### config.mk
export PLATFORM = sky130hd
export DESIGN_NAME = dlatch_wr_arbiter
export DESIGN_NICKNAME = d
export VERILOG_FILES = /design/src/rtl/dlatch_ctrl_pkg.sv /design/src/rtl/dlatch_wr_arbiter_rr_pick.sv /design/src/rtl/dlatch_wr_arbiter.sv
export SDC_FILE = /design/constraint.sdc
export NUM_CORES = 1
export LEC_CHECK = 0
export ABC_AREA = 1
export BUFFER_PORTS_ARGS = -buffer_cell sky130_fd_sc_hd__buf_2
export CAP_MARGIN = 0
export CORE_MARGIN = 3
export CORE_UTILIZATION = 57
export CTS_BUF_LIST = sky130_fd_sc_hd__clkbuf_16
export CTS_CLUSTER_SIZE = 30
export DETAILED_ROUTE_END_ITERATION = 8
export PLACE_DENSITY_LB_ADDON = 0.25
export SYNTH_ARGS = -nofsm -noshare
export SYNTH_HDL_FRONTEND = slang
export SYNTH_SLANG_ARGS = --single-unit
### constraint.sdc
create_clock -name Clk -period 5.85 [get_ports Clk]
set_input_delay 0.8775 -clock Clk [delete_from_list [all_inputs] [get_ports Clk]]
set_output_delay 0.8775 -clock Clk [all_outputs]
set_load 0.1 [all_outputs]
### src/rtl/dlatch_ctrl_pkg.sv
// -----------------------------------------------------------------------------
// dlatch_ctrl_pkg
// Shared types and defaults for the latch-bank write arbiter.
//   state_e      : sequencer states, 3-bit encoding
//   DEF_*        : default parameter values for dlatch_wr_arbiter
//   max_int()    : elaboration-time helper for sizing the phase counter
// No ports (package).
// -----------------------------------------------------------------------------
package dlatch_ctrl_pkg;

  typedef enum logic [2:0] {
    ST_IDLE   = 3'd0,
    ST_SETUP  = 3'd1,
    ST_ENABLE = 3'd2,
    ST_HOLD   = 3'd3,
    ST_DONE   = 3'd4
  } state_e;

  localparam int DEF_NREQ      = 4;
  localparam int DEF_W         = 4;
  localparam int DEF_SETUP_CYC = 1;
  localparam int DEF_EN_CYC    = 2;

  function automatic int max_int(input int a, input int b);
    return (a > b) ? a : b;
  endfunction

endpackage

### src/rtl/dlatch_wr_arbiter_rr_pick.sv
// -----------------------------------------------------------------------------
// rr_pick
// Combinational round-robin selector. Searches last+1, last+2, ... (mod NREQ)
// and returns the first requester whose request bit is set.
// Ports:
//   req_i  [NREQ-1:0] request vector
//   last_i [IW-1:0]   index of the most recently granted requester
//   sel_o  [NREQ-1:0] one-hot selection (all zero when nothing requests)
//   idx_o  [IW-1:0]   binary index of the selection
//   vld_o             a requester was selected
// -----------------------------------------------------------------------------
module rr_pick #(
  parameter int NREQ = 4,
  parameter int IW   = $clog2(NREQ)
) (
  input  logic [NREQ-1:0] req_i,
  input  logic [IW-1:0]   last_i,
  output logic [NREQ-1:0] sel_o,
  output logic [IW-1:0]   idx_o,
  output logic            vld_o
);

  always_comb begin
    int  j;
    logic found;
    sel_o = '0;
    idx_o = '0;
    found = 1'b0;
    j     = 0;
    // k starts at 1 so the last winner is checked last: strict rotation.
    for (int k = 1; k <= NREQ; k++) begin
      j = int'(last_i) + k;
      if (j >= NREQ) j = j - NREQ;
      if (!found && req_i[IW'(j)]) begin
        found          = 1'b1;
        sel_o[IW'(j)]  = 1'b1;
        idx_o          = IW'(j);
      end
    end
    vld_o = found;
  end

endmodule

### src/rtl/dlatch_wr_arbiter.sv
// -----------------------------------------------------------------------------
// dlatch_wr_arbiter
// Round-robin arbiter and write sequencer that is the sole driver of a shared
// W-bit transparent latch bank. One requester is granted at a time; its data
// is captured at grant, driven on D_out, and En_out is pulsed with SETUP_CYC
// cycles of setup before and one cycle of hold after the enable window.
// Sequence after grant: SETUP (SETUP_CYC) -> ENABLE (EN_CYC) -> HOLD (1)
// -> DONE (1) -> IDLE, so Done arrives SETUP_CYC+EN_CYC+1 cycles after Gnt.
//
// Ports:
//   Clk     in   clock, rising edge
//   Rst     in   asynchronous active-high reset
//   Req     in   [NREQ]   per-requester level write request
//   Data    in   [NREQ*W] requester i data in bits [i*W +: W]
//   Gnt     out  [NREQ]   one-hot grant, held from grant through DONE
//   Done    out  [NREQ]   one-cycle completion pulse to the granted requester
//   D_out   out  [W]      latch D
//   En_out  out           latch En (registered, glitch-free)
//   Q_in    in   [W]      latch Q readback
//   Busy    out           high whenever the sequencer is not IDLE
//   Err     out           readback mismatch pulse, coincident with Done
//
// Build option: define READBACK_CHECK_EN to compare Q_in against the written
// data during HOLD and flag a mismatch on Err. Without it Err is tied low and
// Q_in is ignored.
// -----------------------------------------------------------------------------
module dlatch_wr_arbiter
  import dlatch_ctrl_pkg::*;
#(
  parameter int NREQ      = DEF_NREQ,
  parameter int W         = DEF_W,
  parameter int SETUP_CYC = DEF_SETUP_CYC,
  parameter int EN_CYC    = DEF_EN_CYC
) (
  input  logic            Clk,
  input  logic            Rst,
  input  logic [NREQ-1:0] Req,
  input  logic [NREQ*W-1:0] Data,
  output logic [NREQ-1:0] Gnt,
  output logic [NREQ-1:0] Done,
  output logic [W-1:0]    D_out,
  output logic            En_out,
  input  logic [W-1:0]    Q_in,
  output logic            Busy,
  output logic            Err
);

  localparam int IW = $clog2(NREQ);
  localparam int CW = $clog2(max_int(SETUP_CYC, EN_CYC) + 1);

  state_e            state_q, state_d;
  logic [CW-1:0]     cnt_q, cnt_d;
  logic [IW-1:0]     last_q;
  logic [NREQ-1:0]   gnt_q;
  logic [NREQ-1:0]   done_q;
  logic [W-1:0]      data_q;
  logic              en_q;

  logic [NREQ-1:0]   pick_sel;
  logic [IW-1:0]     pick_idx;
  logic              pick_vld;
  logic              grant_now;

  rr_pick #(
    .NREQ (NREQ),
    .IW   (IW)
  ) u_rr_pick (
    .req_i  (Req),
    .last_i (last_q),
    .sel_o  (pick_sel),
    .idx_o  (pick_idx),
    .vld_o  (pick_vld)
  );

  assign grant_now = (state_q == ST_IDLE) && pick_vld;

  // Next-state and phase counter. The counter is reloaded on every state
  // entry with (dwell - 1) and the state advances when it reaches zero.
  always_comb begin
    state_d = state_q;
    cnt_d   = cnt_q;
    unique case (state_q)
      ST_IDLE: begin
        if (pick_vld) begin
          state_d = ST_SETUP;
          cnt_d   = CW'(SETUP_CYC - 1);
        end
      end
      ST_SETUP: begin
        if (cnt_q == '0) begin
          state_d = ST_ENABLE;
          cnt_d   = CW'(EN_CYC - 1);
        end else begin
          cnt_d = cnt_q - CW'(1);
        end
      end
      ST_ENABLE: begin
        if (cnt_q == '0) begin
          state_d = ST_HOLD;
          cnt_d   = '0;
        end else begin
          cnt_d = cnt_q - CW'(1);
        end
      end
      ST_HOLD: begin
        state_d = ST_DONE;
        cnt_d   = '0;
      end
      ST_DONE: begin
        state_d = ST_IDLE;
        cnt_d   = '0;
      end
      default: begin
        state_d = ST_IDLE;
        cnt_d   = '0;
      end
    endcase
  end

  // Outputs are registered from the next state so En_out and Done change
  // exactly on state boundaries with no combinational decode behind them.
  always_ff @(posedge Clk or posedge Rst) begin
    if (Rst) begin
      state_q <= ST_IDLE;
      cnt_q   <= '0;
      last_q  <= IW'(NREQ - 1);
      gnt_q   <= '0;
      done_q  <= '0;
      data_q  <= '0;
      en_q    <= 1'b0;
    end else begin
      state_q <= state_d;
      cnt_q   <= cnt_d;
      en_q    <= (state_d == ST_ENABLE);
      done_q  <= (state_d == ST_DONE) ? gnt_q : '0;
      if (grant_now) begin
        gnt_q  <= pick_sel;
        last_q <= pick_idx;
        // Data is sampled only here; later changes on Data are ignored.
        data_q <= Data[int'(pick_idx)*W +: W];
      end else if (state_d == ST_IDLE) begin
        gnt_q <= '0;
      end
    end
  end

`ifdef READBACK_CHECK_EN
  logic err_q;

  // HOLD is always followed by DONE, so a mismatch seen in HOLD lands on Err
  // in the same cycle as Done.
  always_ff @(posedge Clk or posedge Rst) begin
    if (Rst) begin
      err_q <= 1'b0;
    end else begin
      err_q <= (state_q == ST_HOLD) && (Q_in != data_q);
    end
  end

  assign Err = err_q;
`else
  logic unused_q_in;
  assign unused_q_in = ^Q_in;
  assign Err         = 1'b0;
`endif

  assign Gnt    = gnt_q;
  assign Done   = done_q;
  assign D_out  = data_q;
  assign En_out = en_q;
  assign Busy   = (state_q != ST_IDLE);

endmodule

After elaboration in Yosys (flattened, before gate mapping)
Index checks and enable logic that the tools add are counted.
{ "classes": {"n_shift": 1, "n_eq_ne": 6, "n_reduce_logical": 16, "magnitude_cmp": 12, "n_addsub": 9, "n_mux": 47, "bitwise": 3} }
{ "op_table": {"columns": ["operator", "count"], "rows": [
  ["two-way mux 4 bit", 7],
  ["two-way mux 2 bit", 11],
  ["less-than comparator 2 x 4 -> 1 bit, second input constant", 4],
  ["two-way mux 1 bit", 16],
  ["indexed part select 16 x 5 -> 4 bit", 1],
  ["bitwise OR 4 bit", 3],
  ["case mux 3 bit (4 select lines)", 1],
  ["subtractor 2 x 1 -> 2 bit, second input constant", 5],
  ["== test 3 x 2 -> 1 bit, second input constant", 3],
  [">= comparator 3 bit, second input constant", 3],
  ["two-way mux 3 bit", 3],
  ["binary-select mux 1 bit (select 2 bit)", 4],
  ["demux 1 bit (select 2 bit)", 4],
  [">= comparator 2 x 1 -> 1 bit, second input constant", 4],
  ["logical AND 1 bit", 8],
  ["adder 2 x 2 -> 3 bit, second input constant", 2],
  ["logical NOT 3 bit", 2],
  ["case mux 2 bit (3 select lines)", 1],
  ["adder 2 x 3 -> 4 bit, second input constant", 1],
  [">= comparator 4 x 3 -> 1 bit, second input constant", 1],
  ["adder 2 x 1 -> 3 bit, second input constant", 1],
  ["== test 3 x 1 -> 1 bit, second input constant", 1],
  ["== test 3 bit, second input constant", 1],
  ["logical NOT 1 bit", 3],
  ["4 further kinds", 4]
]} }
{ "totals": {"input_bits": 26, "elab_cells": 101, "ff_bits": 20, "out_inout_bits": 15} }

Logic depth before layout (Yosys ltp)
Gate-level depths: netlist (run 1).
{ "depth": {"depth_word": 21, "depth_mapped": 15, "ltp_nobuf": 14} }

Cells and area by module
From an unflattened synthesis (run 1), not the netlist that was laid out.
{ "unflattened": {"cells_unflattened": 222, "area_unflattened_um2": 1599.0} }
{ "modules_own_cells": {"columns": ["module", "cells_each", "area_each_um2", "instances", "seq_area_each_um2"], "rows": [
  ["dlatch_wr_arbiter", 137, 1014.7, 1, 503.0],
  ["rr_pick", 85, 584.3, 1, 0.0]
]} }

Worst setup path before layout (run 1)
Ideal clock, no wire load.
{ "synth_timing": {"path_type": "reg2reg", "from": "reg last_q[0]", "to": "reg gnt_q[3], in the netlist Gnt[3]", "t_required_ns": 5.725, "stages_incl_launch_ff": 13, "synth_period_minus_slack_ns": 2.189, "path_buffers": 1, "setup_time_ns": 0.125, "slack_ns": 3.661, "arrival_ns": 2.064, "cell_sequence": "dfstp_2 > buf_6 > inv_8 > ha_1 > inv_1 > nand3_1 > nand2_1 > nand3_2 > or2_4 > nand2_4 > inv_4 > o21ai_0 > o21ai_1"} }
{ "synth_between": {"elab_chain_len": 20, "word_cells_on_any_way": 71, "classes_between": "add/sub: 8; order compare: 12; mux: 35; bitwise: 3; reduce/logical: 13"} }
{ "synth_lines": {"columns": ["element", "line", "rtl"], "rows": [
  ["from (decl)", "dlatch_wr_arbiter.sv:53", "logic [IW-1:0] last_q;"],
  ["from (signal assigned)", "dlatch_wr_arbiter.sv:126", "last_q <= IW'(NREQ - 1);"],
  ["from (signal assigned)", "dlatch_wr_arbiter.sv:138", "last_q <= pick_idx;"],
  ["adder 2 x 1 -> 3 bit", "dlatch_wr_arbiter_rr_pick.sv:32", "j = int'(last_i) + k;"],
  [">= comparator 3 bit / subtractor 2 x 1 -> 2 bit (equally long branches)", "dlatch_wr_arbiter_rr_pick.sv:33", "if (j >= NREQ) j = j - NREQ;"],
  ["two-way mux 2 bit", "dlatch_wr_arbiter_rr_pick.sv:33", null],
  ["binary-select mux 1 bit (select 2 bit)", "dlatch_wr_arbiter_rr_pick.sv:34", "if (!found && req_i[IW'(j)]) begin"],
  ["two-way mux 1 bit (implied by the code) (2 in series)", "dlatch_wr_arbiter_rr_pick.sv:34", null],
  ["two-way mux 1 bit", "dlatch_wr_arbiter_rr_pick.sv:34", null],
  ["logical NOT 1 bit", "dlatch_wr_arbiter_rr_pick.sv:34", null],
  ["logical AND 1 bit", "dlatch_wr_arbiter_rr_pick.sv:34", null],
  ["[... 3 more ...]", null, null],
  ["two-way mux 1 bit", "dlatch_wr_arbiter_rr_pick.sv:34", null],
  ["logical NOT 1 bit", "dlatch_wr_arbiter_rr_pick.sv:34", null],
  ["logical AND 1 bit", "dlatch_wr_arbiter_rr_pick.sv:34", null],
  ["two-way mux 1 bit", "dlatch_wr_arbiter_rr_pick.sv:34", null],
  ["two-way mux 3 bit", "dlatch_wr_arbiter.sv:84", "if (pick_vld) begin"],
  ["case mux 3 bit (4 select lines)", "dlatch_wr_arbiter.sv:82", "unique case (state_q)"],
  ["logical NOT 3 bit", "dlatch_wr_arbiter.sv:141", "end else if (state_d == ST_IDLE) begin"],
  ["nonzero test 2 bit (no line)", null, null],
  ["to (signal assigned)", "dlatch_wr_arbiter.sv:137", "gnt_q <= pick_sel;"],
  ["to (decl)", "dlatch_wr_arbiter.sv:54", "logic [NREQ-1:0] gnt_q;"]
]} }
Parallel ways exist; a longest one is shown, timed or not. The select of a mux whose other input is x is not followed.
A chain may end at the register's enable or synchronous reset.

Final worst setup path (run 1)
{ "layout_timing": {"from": "reg last_q[0]", "to": "reg data_q[1], in the netlist D_out[1]"} }
{ "layout_between": {"elab_chain_len": 17, "word_cells_on_any_way": 44, "classes_between": "add/sub: 8; order compare: 4; shift: 1; mux: 24; reduce/logical: 7"} }
{ "layout_lines": {"columns": ["element", "line", "rtl"], "rows": [
  ["adder 2 x 1 -> 3 bit", "dlatch_wr_arbiter_rr_pick.sv:32", null],
  [">= comparator 3 bit / subtractor 2 x 1 -> 2 bit (equally long branches)", "dlatch_wr_arbiter_rr_pick.sv:33", null],
  ["two-way mux 2 bit", "dlatch_wr_arbiter_rr_pick.sv:33", null],
  ["binary-select mux 1 bit (select 2 bit)", "dlatch_wr_arbiter_rr_pick.sv:34", null],
  ["two-way mux 1 bit (implied by the code) (2 in series)", "dlatch_wr_arbiter_rr_pick.sv:34", null],
  ["two-way mux 1 bit", "dlatch_wr_arbiter_rr_pick.sv:34", null],
  ["logical NOT 1 bit", "dlatch_wr_arbiter_rr_pick.sv:34", null],
  ["logical AND 1 bit", "dlatch_wr_arbiter_rr_pick.sv:34", null],
  ["two-way mux 1 bit", "dlatch_wr_arbiter_rr_pick.sv:34", null],
  ["logical NOT 1 bit", "dlatch_wr_arbiter_rr_pick.sv:34", null],
  ["logical AND 1 bit", "dlatch_wr_arbiter_rr_pick.sv:34", null],
  ["two-way mux 1 bit", "dlatch_wr_arbiter_rr_pick.sv:34", null],
  ["logical NOT 1 bit", "dlatch_wr_arbiter_rr_pick.sv:34", null],
  ["logical AND 1 bit", "dlatch_wr_arbiter_rr_pick.sv:34", null],
  ["two-way mux 2 bit / two-way mux 1 bit (equally long branches)", "dlatch_wr_arbiter_rr_pick.sv:34", null],
  ["indexed part select 16 x 5 -> 4 bit / logical AND 1 bit (equally long branches)", "dlatch_wr_arbiter.sv:140, dlatch_wr_arbiter.sv:75", null],
  ["to (signal assigned)", "dlatch_wr_arbiter.sv:140", "data_q <= Data[int'(pick_idx)*W +: W];"],
  ["to (decl)", "dlatch_wr_arbiter.sv:56", "logic [W-1:0] data_q;"]
]} }
Parallel ways exist; a longest one is shown, timed or not. The select of a mux whose other input is x is not followed.

==> metrics.txt, run 1 <==
pin count of the biggest net entering global routing=21; Yosys top cell area share=between 20 and 30%; critical path type=register to register; total number of vias=~1500; ranking of synthesized cells by area=dfrtp_1, nand2_1, inv_1; Fmax=0.393 GHz; endpoints failing hold=0; largest area contributor in the netlist=dfrtp_1; # DRC=0; antenna violations before repair=0; Routed Antenna Nets=0; Layout Nets=roughly 290; multi-input combinational cell area=about 850 um^2; Iter 0 DRT Violations=52; die span in y=between 50 and 60 um; Post-CTS Setup Bufs=0; syn nets=~250; register area=503 um^2; layout cells sized above 1=a little over a quarter; final setup fails=0; fillers=220; clock root buffer=clkbuf_16; clk_lat worst skew=about 0.25 ns; top post-synthesis cells by count=nand2_1, inv_1, nand3_1; die area=between 3000 and 4000 um^2; sequential fraction of the synthesis area=roughly 32%; hold_buf cts=0; Max-Cap Viols=0; crit path DAT=roughly 2.7 ns; EDFF count, synth=0; asr flop ratio synth=100%; post-synthesis cell type count=33; I/O Pins=41; min Tclk post-route=between 2 and 3 ns; Syn Std Cell Area=around 1500 um^2; Clock Tree Buf Depth=2; Worst Skew=about 0.0016 ns; H-Tree Depth=1; status=finished, final reports clean; dpl hpwl=about 2600 um; Area growth, synth to finish=19.3%; clock-pin slew on the worst setup and hold paths=0.06 ns; core area=2520 um^2; Initial Util=between 60% and 70%; setup TNS=0 ns; Worst Setup End Kind=register; clk sink count=20; routability cong.=between 0.8 and 0.9; Vias/cell=about 5.2; gr usage total=between 20% and 30%; CP required=between 6 and 7 ns; detailed-route wire length=between 3000 and 4000 um; top_reg_cell synth=dfrtp_1; First-pass DRT Iterations=4; post-cts sizing count=0; die width=58.1 um; Hold Path Class=register to register; Synth Register Bits=20; Cell Rows=18; antenna diode count=0; CTS tree=done; I/O Buffers=35; average size of a mapped cell=between 7 and 8 um^2; Post-Syn Instances=between 200 and 250; most numerous cell in the Yosys netlist=nand2_1; routed len/inst=approximately 12 um; Worst slew margin=between 50% and 60%; first-pass GRT wire length=a little under 6000 um; synth warn=0; CTS Buf Count=3; unrepaired setup endpoints after global routing=no; vias in the first global route=roughly 1400; CP Launch Type=register; global route total overflow=0; crit path max fanout=13; fin. max-slew vios=0; Final Cycle Share=between 40 and 50%; Slew @ Worst Pin=0.731 ns
## cell families (layout without fill, tap and decap cells)
| logic type | Yosys count | count (layout) | share of synthesized area (%) |
|---|---|---|---|
| AND/OR/NAND/NOR | 111 | 111 | 37.0 |
| buffers and inverters | 45 | 82 | 12.4 |
| AO/OA/AOI/OAI | 28 | 28 | 11.3 |
| other | 1 | 1 | 0.242 |
| adder cells (fa/ha/maj) | 8 | 8 | 6.47 |
| flip-flops | 20 | 20 | 32.5 |
## sequential cells by signal, indices dropped and copies added (netlist names)
signal / count
last_q: 2
D_out: 4
En_out: 1
Gnt: 4
cnt_q: 2
Done: 4
state_q: 3
## worst max-delay path, stage by stage, from the launching register on
cell     delay (ns)
dfstp_2        0.74
inv_8          0.10
ha_1           0.38
inv_1          0.17
nand3_1        0.12
nand2_1        0.17
nand4_4        0.18
o21ai_1        0.30
nand3_1        0.12
nand2_1        0.09
nand2_1        0.06
nand2_1        0.05
## per-layer routing
| layer | vias to the layer above | GRT usage [%] | routed length [um] |
|---|---|---|---|
| met4 | 0 | 6.95 | 46 |
| met1 | 663 | 29.2 | 1520 |
| li1 | 749 | - | - |
| met2 | 45 | 37.9 | 1610 |
| met3 | 7 | 4.01 | 175 |
| met5 | - | 0 | 0 |
## final timing paths
check,start,cells after the start,slack [ns],end
setup / recovery,last_q[0],11,3.30,D_out[1]
hold / removal,D_out[3],2,0.48,D_out[3]
setup reg to reg,last_q[0],11,3.30,D_out[1]
hold reg to reg,D_out[3],2,0.48,D_out[3]
max in group asynchronous,Rst,2,4.65,D_out[2]
min in group asynchronous,Rst,2,0.74,Done[2]
## layout make-up
cell class | instances | share of cell area, %
clock buffer | 3 | 4.07
timing repair buffer | 35 | 9.49
multi-input combinational | 148 | 46.1
clock inverter | 1 | 1.63
sequential | 20 | 27.2
tap | 30 | 2.03
inverter | 43 | 9.42
## cells in the final DEF (no fill, tap or decap), types with 2 or more instances in the layout
cell type and instances:
ha_1 8, nand2_1 55, inv_1 39, nand3_2 6, o221ai_1 2, nand3_1 23
a22oi_1 2, dfrtp_1 18, clkbuf_16 3, inv_4 2, nand2_2 4, buf_2 35
nor2_2 2, o21ai_0 12, nor2_1 8, o21ai_1 2, a21oi_1 4, nand2_4 5
nor3_1 4, dfstp_2 2
## metrics by stage
stage	util (%)	hold WS [ns]	worst slack, ns	instances	cell area [um^2]
3_5_place_dp	69.0	0.461	3.32	276	1740
2_1_floorplan	-	0.481	3.66	213	1550
5_1_grt	73.2	0.513	3.09	280	1850
6_report	73.2	0.477	3.30	280	1850
4_1_cts	73.2	0.483	3.30	280	1850
3_3_place_gp	69.0	0.460	3.32	276	1740
Power of run 1 is not shown: default switching activity piles up to over one toggle a cycle in this logic, so the estimate is an artifact.
==> run 2: changes to the inputs <==
- CORE_UTILIZATION: 57 -> 52
- clock period: 5.85 -> 2.7 ns (I/O delays scaled with it)
==> run 2 against run 1 <==
Compared with the run above: core utilization shrank 6.8 points; worst setup slack lost 2.9 ns; flip-flop and latch count is the same; non-clock buffer count grew 2; routed wire length shrank 5.6%; critical path depth grew 3; worst hold slack lost 0.22 ns; global-route usage shrank 3.3 points; first-iteration DRC count shrank 54%; die area grew 8.6%; fmax grew 8.8%; critical path type unchanged.
==> metrics.txt, run 2 (synthesized netlist as in run 1, its figures left out) <==
status=finished, final reports clean (unchanged); pin count of the biggest net entering global routing=21 (unchanged); clk_lat worst skew=0.25 ns (about the same); Critical-path top delay cell=dfstp_2 (unchanged); number of buffers and inverters on the critical path=3 (was 2); first-pass GRT wire length=5450 um (was 5970 um); most frequent CP cell=nand2_1 (unchanged); global route total overflow=0 (unchanged); Worst slew margin=52.9% (was 51.2%); clk sink count=20 (unchanged); layout cells sized above 1=27.4% (was 26.8%); clock-pin slew on the worst setup and hold paths=0.06 ns (about the same); fillers=251 (was 220); I/O Buffers=35 (unchanged); Fin Hold WS=0.259 ns (was 0.477 ns); endpoints failing hold=0 (unchanged); Routed Antenna Nets=0 (unchanged); Vias/cell=4.90 (was 5.23); unrepaired setup endpoints after global routing=no (unchanged); Cell Rows=19 (was 18); CP Launch Type=register (unchanged); CTS Buf Count=3 (unchanged); vias in the first global route=1291 (was 1423); routed len/inst=11.2 um (was 12.0 um); CP max stage delay=0.65 ns (was 0.74 ns); hold_buf cts=0 (unchanged); min Tclk post-route=2.34 ns (was 2.55 ns); total number of vias=1388 (was 1464); I/O Pins=41 (unchanged); post-place setup slack=0.380 ns (was 3.32 ns); Clock Tree Buf Depth=2 (unchanged); Initial Util=55.2% (was 61.4%); R2R Path End=D_out[3] (was D_out[1]); Slew @ Worst Pin=0.706 ns (was 0.731 ns); Setup crit end=D_out[3] (was D_out[1]); RR Startpoint=last_q[1] (was last_q[0]); antenna diode count=0 (unchanged); die width=60.6 um (was 58.1 um); routability cong.=0.809 (was 0.818); FF-to-FF path depth=14 (was 11); setup TNS=0 ns (unchanged); detailed-route wire length=3160 um (was 3350 um); core area=2810 um^2 (was 2520 um^2); die area=3670 um^2 (was 3380 um^2); fin. max-slew vios=0 (unchanged); crit path max fanout=9 (was 13); CTS tree=done (unchanged); Crit path depth=14 (was 11); Hold Path Class=input pin to async pin (was register to register); CP required=2.89 ns (was 6.04 ns); most common cell after layout, fill and taps aside=nand2_1 (unchanged); First-pass DRT Iterations=4 (unchanged); Iter 0 DRT Violations=24 (was 52); Worst Skew=0.00364 ns (was 0.00157 ns); final setup fails=0 (unchanged); Worst Setup SP=last_q[1] (was last_q[0]); H-Tree Depth=1 (unchanged); most frequent cells in the layout=nand2_1, inv_1, buf_2, nand3_1, dfrtp_1 (unchanged); critical path type=register to register (unchanged); CP cell instances=inv_2 > ha_1 > inv_1 > nand3_2 > nand2_4 > inv_4 > nand3_2 > nand2_1 > nand2_1 > o21ai_1 > nand3_1 > nand2_1 > nand2_1 > nand2_1 (was inv_8 > ha_1 > inv_1 > nand3_1 > nand2_1 > nand4_4 > o21ai_1 > nand3_1 > nand2_1 > nand2_1 > nand2_1); delay-heaviest family, CP=simple AND/OR/NAND/NOR gates (unchanged); Final Cycle Share=86.6% (was 43.5%); PnR worst setup slack=0.361 ns (was 3.30 ns); antenna violations before repair=0 (unchanged); dpl hpwl=2500 um (was 2550 um); Area growth, synth to finish=20.4% (was 19.3%); Fmax=0.428 GHz (was 0.393 GHz); Max-Cap Viols=0 (unchanged); # DRC=0 (unchanged); crit path DAT=2.53 ns (was 2.74 ns); Layout Nets=287 (was 285); R2R Setup Slk=0.36 ns (was 3.30 ns); Post-CTS Setup Bufs=0 (unchanged); gr usage total=19.1% (was 22.5%); Worst Setup End Kind=register (unchanged); post-cts sizing count=0 (unchanged); clock root buffer=clkbuf_16 (unchanged); die span in y=60.6 um (was 58.1 um)
[run 2: cell count changes in the layout (fill, tap and decap cells not counted), sizes merged]
cell,delta
buf,+2
[run 2: worst min-delay path by stage]
stage | to | slack (ns) | cells past startpoint
2_1_floorplan | D_out[0] | 0.37 | 1
3_3_place_gp | D_out[0] | 0.46 | 2
3_5_place_dp | D_out[3] | 0.46 | 2
4_1_cts | Done[1] | 0.29 | 2
5_1_grt | Gnt[3] | 0.33 | 2
6_report | Gnt[3] | 0.26 | 2
[run 2: layout make-up]
class                           instances  area (um^2)  area share [%]
Timing Repair Buffer                   37          190            10.2
Clock inverter                          1         30.0            1.61
Multi-Input combinational cell        148          852            45.7
Sequential cell                        20          503            27.0
Tap cell                               31         38.8            2.08
Inverter                               43          174            9.34
Clock buffer                            3         75.1            4.03
[run 2: layer usage]
metal / share of wire (%) / wire length, um / GRT usage [%]
met1: 49 / 1560 / 25.6
met2: 46 / 1460 / 33.2
met3: 4.3 / 136 / 4.26
met4: 0 / 0 / 1.55
met5: 0 / 0 / 0
[run 2: through the flow]
step	utilization [%]	area (um^2)	std cells
final	66.4	1860	283
after global routing	66.4	1860	283
after floorplan	-	1550	213
after CTS	66.4	1860	283
after detailed placement	62.7	1760	279
after global placement	62.7	1760	279
Power of run 2 is left out for the same reason.
